==> src/rtl/flappy_pkg.sv <==
// Shared types and constants for the flappy pipe datapath and its controllers.
package flappy_pkg;

  localparam int unsigned GAP_W   = 24;
  localparam int unsigned POS_LSB = 16;
  localparam int unsigned MAX_LSB = 8;
  localparam int unsigned MIN_LSB = 0;

  typedef enum logic [1:0] {
    SCENE_SPLASH   = 2'd0,
    SCENE_PLAYING  = 2'd1,
    SCENE_GAMEOVER = 2'd2
  } scene_e;

  typedef enum logic [1:0] {
    ST_IDLE = 2'd0,
    ST_RUN  = 2'd1,
    ST_DONE = 2'd2
  } sched_state_e;

  // One gap slot as seen by the renderer: {position, max_bnd, min_bnd}.
  typedef struct packed {
    logic [7:0] pos;
    logic [7:0] max_bnd;
    logic [7:0] min_bnd;
  } gap_t;

endpackage

==> src/rtl/pipe_lfsr.sv <==
// 8-bit Fibonacci LFSR (taps 8,6,5,4) stepping every clock; feeds recycled gap bounds.
module pipe_lfsr #(
  parameter logic [7:0] SEED = 8'hA5
) (
  input  logic       clk,
  input  logic       rst_n,
  output logic [7:0] q
);

  logic [7:0] lfsr_q;
  logic [7:0] lfsr_d;

  assign lfsr_d = {lfsr_q[6:0], lfsr_q[7] ^ lfsr_q[5] ^ lfsr_q[4] ^ lfsr_q[3]};

  always_ff @(posedge clk) begin
    if (!rst_n) lfsr_q <= SEED;
    else        lfsr_q <= lfsr_d;
  end

  assign q = lfsr_q;

endmodule

==> src/rtl/pipe_scheduler.sv <==
// Scrolls, recycles and scores the pipe gap slots and flags bird collisions.
// Define PIPE_SCHEDULER_RANDOM_EN to draw recycled gap bounds from an LFSR.
module pipe_scheduler
  import flappy_pkg::*;
#(
  parameter int unsigned SLOTS    = 3,
  parameter int unsigned TICK_DIV = 4,
  parameter int unsigned SPACING  = 20,
  parameter int unsigned GAP_H    = 10,
  parameter int unsigned ALT_MAX  = 38,
  parameter int unsigned BIRD_COL = 4,
  parameter logic [7:0]  SEED     = 8'hA5
) (
  input  logic                   clk,
  input  logic                   rst_n,
  input  logic                   start,
  input  logic                   pause,
  input  logic [7:0]             altitude,
  output logic [GAP_W*SLOTS-1:0] gaps,
  output logic [7:0]             score,
  output logic                   hit,
  output logic                   running
);

  localparam int unsigned     CNT_W       = (TICK_DIV > 1) ? $clog2(TICK_DIV) : 1;
  localparam logic [CNT_W-1:0] CNT_LAST   = CNT_W'(TICK_DIV - 1);
  localparam logic [7:0]      INIT_MIN    = 8'd14;
  localparam logic [7:0]      INIT_MAX    = 8'(14 + GAP_H);
  localparam logic [7:0]      RECYCLE_POS = 8'(SLOTS * SPACING - 1);
  localparam logic [7:0]      BND_LIM     = 8'(ALT_MAX - GAP_H);

  sched_state_e          state_q;
  logic [CNT_W-1:0]      cnt_q;
  logic [7:0]            score_q;
  logic                  hit_q;
  logic                  running_q;
  gap_t [SLOTS-1:0]      slot_q;
  gap_t [SLOTS-1:0]      slot_d;

  logic       collide;
  logic       at_bird;
  logic       tick;
  logic [7:0] new_min;
  logic [7:0] new_max;

  function automatic gap_t init_slot(input int unsigned idx);
    gap_t g;
    g.pos     = 8'((idx + 1) * SPACING);
    g.max_bnd = INIT_MAX;
    g.min_bnd = INIT_MIN;
    return g;
  endfunction

`ifdef PIPE_SCHEDULER_RANDOM_EN
  logic [7:0] lfsr;
  logic [7:0] raw_min;
  logic       unused_lfsr;

  pipe_lfsr #(.SEED(SEED)) u_lfsr (
    .clk   (clk),
    .rst_n (rst_n),
    .q     (lfsr)
  );

  // Candidates above the legal band fold back down by 16 to stay reachable.
  always_comb begin
    raw_min = 8'd2 + {3'd0, lfsr[4:0]};
    new_min = (raw_min > BND_LIM) ? raw_min - 8'd16 : raw_min;
  end
  assign unused_lfsr = ^lfsr[7:5];
`else
  logic unused_seed;
  logic [7:0] unused_lim;
  assign new_min     = INIT_MIN;
  assign unused_seed = ^SEED;
  assign unused_lim  = BND_LIM;
`endif

  assign new_max = new_min + 8'(GAP_H);

  // Collision and bird-column occupancy on the current (pre-update) slots.
  always_comb begin
    collide = (altitude == 8'd0) || (altitude > 8'(ALT_MAX));
    at_bird = 1'b0;
    for (int unsigned i = 0; i < SLOTS; i++) begin
      if (slot_q[i].pos == 8'(BIRD_COL)) begin
        at_bird = 1'b1;
        if ((altitude <= slot_q[i].min_bnd) || (altitude >= slot_q[i].max_bnd)) collide = 1'b1;
      end
    end
  end

  assign tick = (state_q == ST_RUN) && !pause && !collide && (cnt_q == CNT_LAST);

  always_comb begin
    slot_d = slot_q;
    if (tick) begin
      for (int unsigned i = 0; i < SLOTS; i++) begin
        if (slot_q[i].pos == 8'd0) begin
          slot_d[i].pos     = RECYCLE_POS;
          slot_d[i].max_bnd = new_max;
          slot_d[i].min_bnd = new_min;
        end else begin
          slot_d[i].pos = slot_q[i].pos - 8'd1;
        end
      end
    end
  end

  always_ff @(posedge clk) begin
    if (!rst_n) begin
      state_q   <= ST_IDLE;
      cnt_q     <= '0;
      score_q   <= '0;
      hit_q     <= 1'b0;
      running_q <= 1'b0;
      for (int unsigned i = 0; i < SLOTS; i++) slot_q[i] <= init_slot(i);
    end else begin
      unique case (state_q)
        ST_IDLE: begin
          cnt_q <= '0;
          if (start) begin
            state_q   <= ST_RUN;
            running_q <= 1'b1;
          end
        end
        ST_RUN: begin
          if (collide) begin
            state_q   <= ST_DONE;
            hit_q     <= 1'b1;
            running_q <= 1'b0;
          end else if (!pause) begin
            cnt_q  <= tick ? '0 : cnt_q + CNT_W'(1);
            slot_q <= slot_d;
            if (tick && at_bird && (score_q != 8'hFF)) score_q <= score_q + 8'd1;
          end
        end
        ST_DONE: begin
          if (start) begin
            state_q <= ST_IDLE;
            score_q <= '0;
            hit_q   <= 1'b0;
            cnt_q   <= '0;
            for (int unsigned i = 0; i < SLOTS; i++) slot_q[i] <= init_slot(i);
          end
        end
        default: begin
          state_q   <= ST_IDLE;
          running_q <= 1'b0;
        end
      endcase
    end
  end

  for (genvar g = 0; g < SLOTS; g++) begin : g_pack
    assign gaps[GAP_W*(SLOTS-g)-1 -: GAP_W] = slot_q[g];
  end

  assign score   = score_q;
  assign hit     = hit_q;
  assign running = running_q;

endmodule

==> config.mk <==
export PLATFORM = sky130hd
export DESIGN_NAME = pipe_scheduler
export DESIGN_NICKNAME = d
export VERILOG_FILES = /design/src/rtl/flappy_pkg.sv /design/src/rtl/pipe_lfsr.sv /design/src/rtl/pipe_scheduler.sv
export SDC_FILE = /design/constraint.sdc
export NUM_CORES = 1
export LEC_CHECK = 0
export ABC_CLOCK_PERIOD_IN_PS = 4500
export CORE_UTILIZATION = 49
export DETAILED_ROUTE_END_ITERATION = 10
export PLACE_DENSITY = 0.87
export SLEW_MARGIN = 20
export SYNTH_ARGS = -nofsm -noshare
export SYNTH_HDL_FRONTEND = slang
export SYNTH_SLANG_ARGS = --single-unit
==> constraint.sdc <==
create_clock -name clk -period 4.5 [get_ports clk]
set_clock_uncertainty 0.15 [all_clocks]
set_input_delay 0.675 -clock clk [delete_from_list [all_inputs] [get_ports clk]]
set_output_delay 0.675 -clock clk [all_outputs]
set_load 0.02 [all_outputs]
* Word level (Yosys, flattened, before mapping) *
Index checks and enable logic that the tools add are counted.

storage, ports and cells
  register bits after elaboration = 86
  output and inout port bits = 82
  logic and storage cells = 110

cells by class
  add/subtract/negate cells = 5
  order comparisons = 7
  equal/unequal tests = 17
  muxes and demuxes = 39
  bitwise logic cells = 1
  reduce and logical (&&, ||, !) cells = 27

operators with widths
  cell                                                           number
  2-to-1 mux 72 bit                                              4
  one-hot mux 72 bit (2 select lines)                            1
  2-to-1 mux 8 bit                                               7
  2-to-1 mux 16 bit                                              3
  zero test 8 bit                                                4
  == test 8 x 3 -> 1 bit, second input constant                  3
  greater-or-equal comparator 8 bit                              3
  less-or-equal comparator 8 bit                                 3
  subtractor 8 x 1 -> 8 bit, second input constant               3
  AND reduction 6 bit                                            3
  one-hot mux 8 bit (2 select lines)                             1
  2-to-1 mux 1 bit                                               13
  2-to-1 mux 2 bit                                               6
  inequality test 2 bit, second input constant                   6
  one-hot mux 2 bit (3 select lines)                             2
  AND reduction 5 bit                                            2
  AND reduction 3 bit                                            3
  adder 8 x 1 -> 8 bit, second input constant                    1
  greater-than comparator 8 x 6 -> 1 bit, second input constant  1
  inequality test 2 x 1 -> 1 bit, second input constant          4
  inequality test 8 bit, second input constant                   1
  logical AND 1 bit                                              5
  == test 2 bit, second input constant                           2
  logical OR 1 bit                                               4
  10 further kinds                                               11

* Depth between registers and ports, before layout *
  word-level depth = 17
  mapped depth = 9

* Worst setup path before layout *
Ideal clock, no wire load.

  kind = input to register
  from = input altitude[3]
  to = register score_q[2] (netlist: score[2])
  data arrival time = 2363 ps
  required time = 4291 ps
  path slack = 1928 ps
  cell stages on the path = 7
  path buffers = 1
  cell sequence = or4b_1 -> a2bb2oi_1 -> a31oi_1 -> nand3_2 -> buf_6 -> or4_1 -> nand2_1

between the ends
  cells in the longest elaborated chain, start to end = 15
  elaborated cells between the ends (all ways) = 26

ends and longest elaborated chain
  item                                                            RTL line                                    source
  from (decl)                                                     pipe_scheduler.sv:18                        input logic [7:0] altitude,
  greater-than comparator 8 x 6 -> 1 bit (tied with other cells)  pipe_scheduler.sv:83                        collide = (altitude == 8'd0) || (altitude > 8'(ALT_MAX));
  logical OR 1 bit, on equally long branches                      pipe_scheduler.sv:83, pipe_scheduler.sv:88
  2-to-1 mux 1 bit                                                pipe_scheduler.sv:88                        if ((altitude <= slot_q[i].min_bnd) || (altitude >= slot_q[i].max_bnd)) collide = 1'b1;
  2-to-1 mux 1 bit                                                pipe_scheduler.sv:86                        if (slot_q[i].pos == 8'(BIRD_COL)) begin
  2-to-1 mux 1 bit                                                pipe_scheduler.sv:88
  2-to-1 mux 1 bit                                                pipe_scheduler.sv:86
  2-to-1 mux 1 bit                                                pipe_scheduler.sv:88
  2-to-1 mux 1 bit (*)                                            pipe_scheduler.sv:86
  zero test 1 bit                                                 pipe_scheduler.sv:93                        assign tick = (state_q == ST_RUN) && !pause && !collide && (cnt_q == CNT_LAST);
  logical AND 1 bit (2 in a row)                                  pipe_scheduler.sv:93
  logical AND 1 bit (2 in a row)                                  pipe_scheduler.sv:135                       if (tick && at_bird && (score_q != 8'hFF)) score_q <= score_q + 8'd1;
  inequality test 2 x 1 -> 1 bit (no line)                        --
  AND reduction 5 bit (no line) (*)                               --
  to (signal assigned)                                            pipe_scheduler.sv:135
  to (decl)                                                       pipe_scheduler.sv:34                        logic [7:0] score_q;

Every way passes the cells marked *; elsewhere a longest branch is shown, timed or not.
A chain may end at the register's enable or synchronous reset.

* Worst setup path in the final report *
  from = input altitude[3]
  to = register slot_q (netlist bit gaps[19])

between the ends
  cells in the longest elaborated chain, start to end = 13
  elaborated cells between the ends (all ways) = 24

ends and longest elaborated chain
  item                                                            RTL line                                    source
  greater-than comparator 8 x 6 -> 1 bit (tied with other cells)  pipe_scheduler.sv:83
  logical OR 1 bit, on equally long branches                      pipe_scheduler.sv:83, pipe_scheduler.sv:88
  2-to-1 mux 1 bit                                                pipe_scheduler.sv:88
  2-to-1 mux 1 bit                                                pipe_scheduler.sv:86
  2-to-1 mux 1 bit                                                pipe_scheduler.sv:88
  2-to-1 mux 1 bit                                                pipe_scheduler.sv:86
  2-to-1 mux 1 bit                                                pipe_scheduler.sv:88
  2-to-1 mux 1 bit (*)                                            pipe_scheduler.sv:86
  zero test 1 bit                                                 pipe_scheduler.sv:93
  logical AND 1 bit (2 in a row)                                  pipe_scheduler.sv:93
  inequality test 2 bit (no line)                                 --
  AND reduction 5 bit (no line) (*)                               --
  to (signal assigned)                                            pipe_scheduler.sv:134                       slot_q <= slot_d;
  to (decl)                                                       pipe_scheduler.sv:37                        gap_t [SLOTS-1:0] slot_q;

Marked as above.

==> flow_summary.rst <==
.. list-table::
   :header-rows: 1

   * - Metric
     - Value
   * - Crit end category
     - register
   * - Reg2Reg Depth
     - 7
   * - Clock latency of the later-clocked register in the worst-skew pair
     - 0.29 ns
   * - DIE AREA
     - 5580 um^2
   * - Drt first pass iters
     - 4
   * - Number of hold violations in the final report
     - 0
   * - CP startpoint kind
     - input pin
   * - Overall die width
     - 74.70 um
   * - Post-DP HPWL
     - 3883 um
   * - CTS-repair resized insts
     - 0
   * - Number of sinks handled by clock tree synthesis
     - 38
   * - Final core area utilization
     - 58.16%
   * - R2R Path Start
     - state_q[1]
   * - Required time worst endpoint
     - 4.51 ns
   * - Number of distinct library cell variants in the gate-level netlist after synthesis
     - 65
   * - Buffers on Ports
     - 45
   * - Instance area after placement
     - 2888 um^2
   * - Post-Layout Inst Area
     - 2970 um^2
   * - Number of enable flip-flop cells after synthesis
     - 0
   * - Sum of negative setup slack
     - 0 ns
   * - Count of maximum capacitance violations
     - 0
   * - Unrepaired setup endpoints after global routing
     - false
   * - Cell types occupying the most area after synthesis
     - sky130_fd_sc_hd__dfxtp_1 (29%), sky130_fd_sc_hd__buf_4 (14%), sky130_fd_sc_hd__nand2_1 (4.8%)
   * - Placer Congestion
     - 0.8617
   * - Initial standard-cell utilization of the core
     - 50.71%
   * - Setup WS post-layout
     - 1.280 ns
   * - Slew at the pin closest to its max-slew limit
     - 0.9213 ns
   * - Final wirelength
     - 5300 um
   * - Power density relative to cell area
     - 236.7 nW/um^2
   * - Synthesized cell area
     - 2590 um^2
   * - Adder-cell area share of the yosys netlist
     - 2.899%
   * - Largest driver fanout on the critical path
     - 24
   * - Worst hold slack across all endpoints
     - 0.3273 ns
   * - Combined global-route utilization of all metal layers
     - 19.64%
   * - Register area share after synthesis
     - 29.37%
   * - Clk Tree Root Cell
     - sky130_fd_sc_hd__clkbuf_8
   * - Tightest slew margin relative to the limit
     - 38.58%
   * - Drt initial violations
     - 172
   * - Final worst path period need
     - 3.220 ns
   * - Type of the worst setup path
     - in -> reg
   * - Synth Area in Compound Gates
     - 19.13%
   * - Post-detailed-route count of antenna-violating nets
     - 0
   * - Arrival @ worst endpoint
     - 3.23 ns
   * - Run status
     - finished clean
   * - FF-to-FF setup slack
     - 1.47 ns
   * - Final setup violation count
     - 0
   * - DRC violations left
     - 0
   * - Hold Path Origin
     - cnt_q[1]
   * - Core Footprint
     - 5107 um^2
   * - Total of hold buffers inserted after clock tree synthesis
     - 0
   * - Largest net degree at the start of global routing
     - 28
   * - FFs w/ async S/R, synth
     - 0%
   * - H-tree depth reported by CTS
     - 2
   * - Cell type with the highest aggregate area in the netlist
     - sky130_fd_sc_hd__dfxtp_1
   * - Post-synthesis mux area share
     - 1.546%
   * - Worst VDD drop
     - 0.1693 mV
   * - Clock-pin slew on the worst setup and hold paths
     - 0.07 ns
   * - Std-Cell Rows
     - 26
   * - Global-route wire length before repair
     - 8493 um
   * - Initial antenna violation count
     - 0
   * - Dominant register cell in the synthesized netlist
     - sky130_fd_sc_hd__dfxtp_1
   * - Hold path cells
     - 2
   * - Post-detailed-route via-to-cell ratio
     - 5.382
   * - Number of buffers created by CTS
     - 5
   * - Number of antenna repair diodes
     - 0
   * - Number of synthesis warnings
     - 0
   * - TritonCTS clock tree
     - done
   * - Die Ht
     - 74.70 um
   * - GRT overflow
     - 0
   * - Post-CTS repair timing setup buffer count
     - 0
   * - Post-synthesis sequential element count
     - 38
   * - Path class of the lowest-slack min-delay path
     - reg -> reg
   * - Syn_area_per_cell
     - 8.119 um^2
   * - Bufs on Longest Clock Path
     - 2
   * - Reg2reg end
     - gaps[19]
   * - Worst slack, placed
     - 0.9793 ns
   * - Pins over their slew limit
     - 0
   * - Leakage Power
     - 1.188 nW
   * - Final Cycle Share
     - 71.55%
   * - Number of ports placed on the die boundary
     - 94
   * - Simple logic cell fraction of the synthesized area
     - 28.16%
   * - Instance count of the mapped netlist
     - 319
   * - Via count of the first global-routing pass
     - 1906
   * - Top achievable clock speed
     - 310.6 MHz
   * - Post-Synth XOR/XNOR Area
     - 0.3382%
   * - Net count of the finished layout
     - 378
   * - Portion of synthesized cell area occupied by the leading cell type
     - 29.37%
   * - Synth-to-Final Area Change
     - 14.69%
   * - Main combinational cell family by area after synthesis
     - simple AND/OR/NAND/NOR gates
   * - Vias after detailed routing
     - 2309
   * - Worst-case hold path end point
     - cnt_q[1]
   * - Routed wire per std cell
     - 12.35 um
   * - Start point of the critical path
     - altitude[3]
   * - Share of cells above drive strength 1
     - 6.685%
[final cells by class]
cell class,count,area (um^2)
clock buffer,6,82.58
fill,451,2137
inverter,10,37.54
multi-input combinational,257,1529
sequential,38,760.7
tap,70,87.58
timing repair buffer,48,473.0
[synthesized netlist by cell type, types with 2 or more instances]
cell / instances
sky130_fd_sc_hd__or4_1: 4
sky130_fd_sc_hd__and4_1: 3
sky130_fd_sc_hd__conb_1: 2
sky130_fd_sc_hd__nand2b_1: 5
sky130_fd_sc_hd__mux2i_1: 4
sky130_fd_sc_hd__o21a_1: 5
sky130_fd_sc_hd__buf_4: 48
sky130_fd_sc_hd__nand2_1: 33
sky130_fd_sc_hd__dfxtp_1: 38
sky130_fd_sc_hd__a211oi_1: 4
sky130_fd_sc_hd__a311oi_1: 4
sky130_fd_sc_hd__o211ai_1: 3
sky130_fd_sc_hd__nor3_1: 10
sky130_fd_sc_hd__and3_1: 6
sky130_fd_sc_hd__nand4b_1: 2
sky130_fd_sc_hd__or2b_2: 2
sky130_fd_sc_hd__nor2b_1: 6
sky130_fd_sc_hd__a21boi_0: 5
sky130_fd_sc_hd__clkbuf_1: 5
sky130_fd_sc_hd__o21ai_0: 12
sky130_fd_sc_hd__nand3_1: 8
sky130_fd_sc_hd__nor4bb_1: 2
sky130_fd_sc_hd__ha_1: 6
sky130_fd_sc_hd__nor2_1: 17
sky130_fd_sc_hd__nand4_1: 6
sky130_fd_sc_hd__or3_1: 4
sky130_fd_sc_hd__a21oi_1: 16
sky130_fd_sc_hd__buf_6: 3
sky130_fd_sc_hd__nor4_1: 4
sky130_fd_sc_hd__nand3b_1: 3
sky130_fd_sc_hd__nor3b_1: 2
sky130_fd_sc_hd__inv_1: 10
sky130_fd_sc_hd__buf_2: 2
sky130_fd_sc_hd__a31oi_1: 3
sky130_fd_sc_hd__a21o_1: 2
[kinds of logic (layout without fill, tap and decap cells)]
| group | count (synthesis) | after routing |
|---|---|---|
| and+or+nand+nor | 128 | 128 |
| AOI/OAI and AO/OA | 70 | 70 |
| buffers and inverters | 70 | 64 |
| DFF | 38 | 38 |
| adders and majority gates | 6 | 6 |
| muxes | 4 | 4 |
| other | 2 | 48 |
| xor gates and xnor gates | 1 | 1 |
[critical path, cell delays in order]
cell                              delay (ns)
sky130_fd_sc_hd__clkdlybuf4s50_1        0.45
sky130_fd_sc_hd__or4b_1                 0.53
sky130_fd_sc_hd__a2bb2oi_1              0.22
sky130_fd_sc_hd__a311oi_4               0.79
sky130_fd_sc_hd__buf_4                  0.30
sky130_fd_sc_hd__and4_1                 0.19
sky130_fd_sc_hd__o21ai_0                0.07
[worst max-delay path by stage]
stage / endpoint / cells past startpoint
2_1_floorplan: score[2] / 7
3_3_place_gp: gaps[23] / 7
3_5_place_dp: gaps[19] / 7
4_1_cts: gaps[19] / 7
5_1_grt: gaps[18] / 7
6_report: gaps[19] / 7
[stage by stage]
stage | instances | power [W]
final | 429 | 0.0007032
after CTS | 429 | 0.0007090
after global routing | 429 | 0.0007372
after global placement | 423 | 0.0004740
after detailed placement | 423 | 0.0004760
after floorplan | 365 | 0.0004763
[cells in the final DEF, fill, tap and decap left out, types with 3 or more instances in the layout]
cell type                          n
sky130_fd_sc_hd__conb_1           48
sky130_fd_sc_hd__clkdlybuf4s50_1  45
sky130_fd_sc_hd__dfxtp_1          38
sky130_fd_sc_hd__nand2_1          33
sky130_fd_sc_hd__nor2_1           17
sky130_fd_sc_hd__a21oi_1          16
sky130_fd_sc_hd__o21ai_0          12
sky130_fd_sc_hd__inv_1            10
sky130_fd_sc_hd__nor3_1           10
sky130_fd_sc_hd__nand3_1           8
sky130_fd_sc_hd__nor2b_1           6
sky130_fd_sc_hd__nand4_1           6
sky130_fd_sc_hd__and3_1            6
sky130_fd_sc_hd__ha_1              6
sky130_fd_sc_hd__clkbuf_8          6
sky130_fd_sc_hd__nand2b_1          5
sky130_fd_sc_hd__o21a_1            5
sky130_fd_sc_hd__a21boi_0          5
sky130_fd_sc_hd__nor4_1            4
sky130_fd_sc_hd__mux2i_1           4
sky130_fd_sc_hd__or3_1             4
sky130_fd_sc_hd__or4_1             4
sky130_fd_sc_hd__a311oi_1          4
sky130_fd_sc_hd__a211oi_1          4
sky130_fd_sc_hd__a31oi_1           3
sky130_fd_sc_hd__o211ai_1          3
sky130_fd_sc_hd__nand3b_1          3
sky130_fd_sc_hd__and4_1            3
sky130_fd_sc_hd__buf_4             3
[per-layer routing]
metal / GRT usage, % / wire [um]
met3: 4.284 / 358
met4: 7.757 / 75
met5: 0 / 0
met1: 25.33 / 2433
met2: 32.03 / 2433
[flip-flops by register name, indices dropped and copies added (netlist names)]
name,cells
cnt_q,2
state_q,2
score,8
hit,1
gaps,24
running,1
[report_power, final]
group / total [W] / switching (W) / leakage (nW) / internal, W
clock: 0.000233 / 0.000115 / 0.0431 / 0.000118
combinational: 0.000120 / 0.0000827 / 0.837 / 0.0000372
sequential: 0.000350 / 0.00000801 / 0.307 / 0.000342
Power figures use the tool's default switching activity.
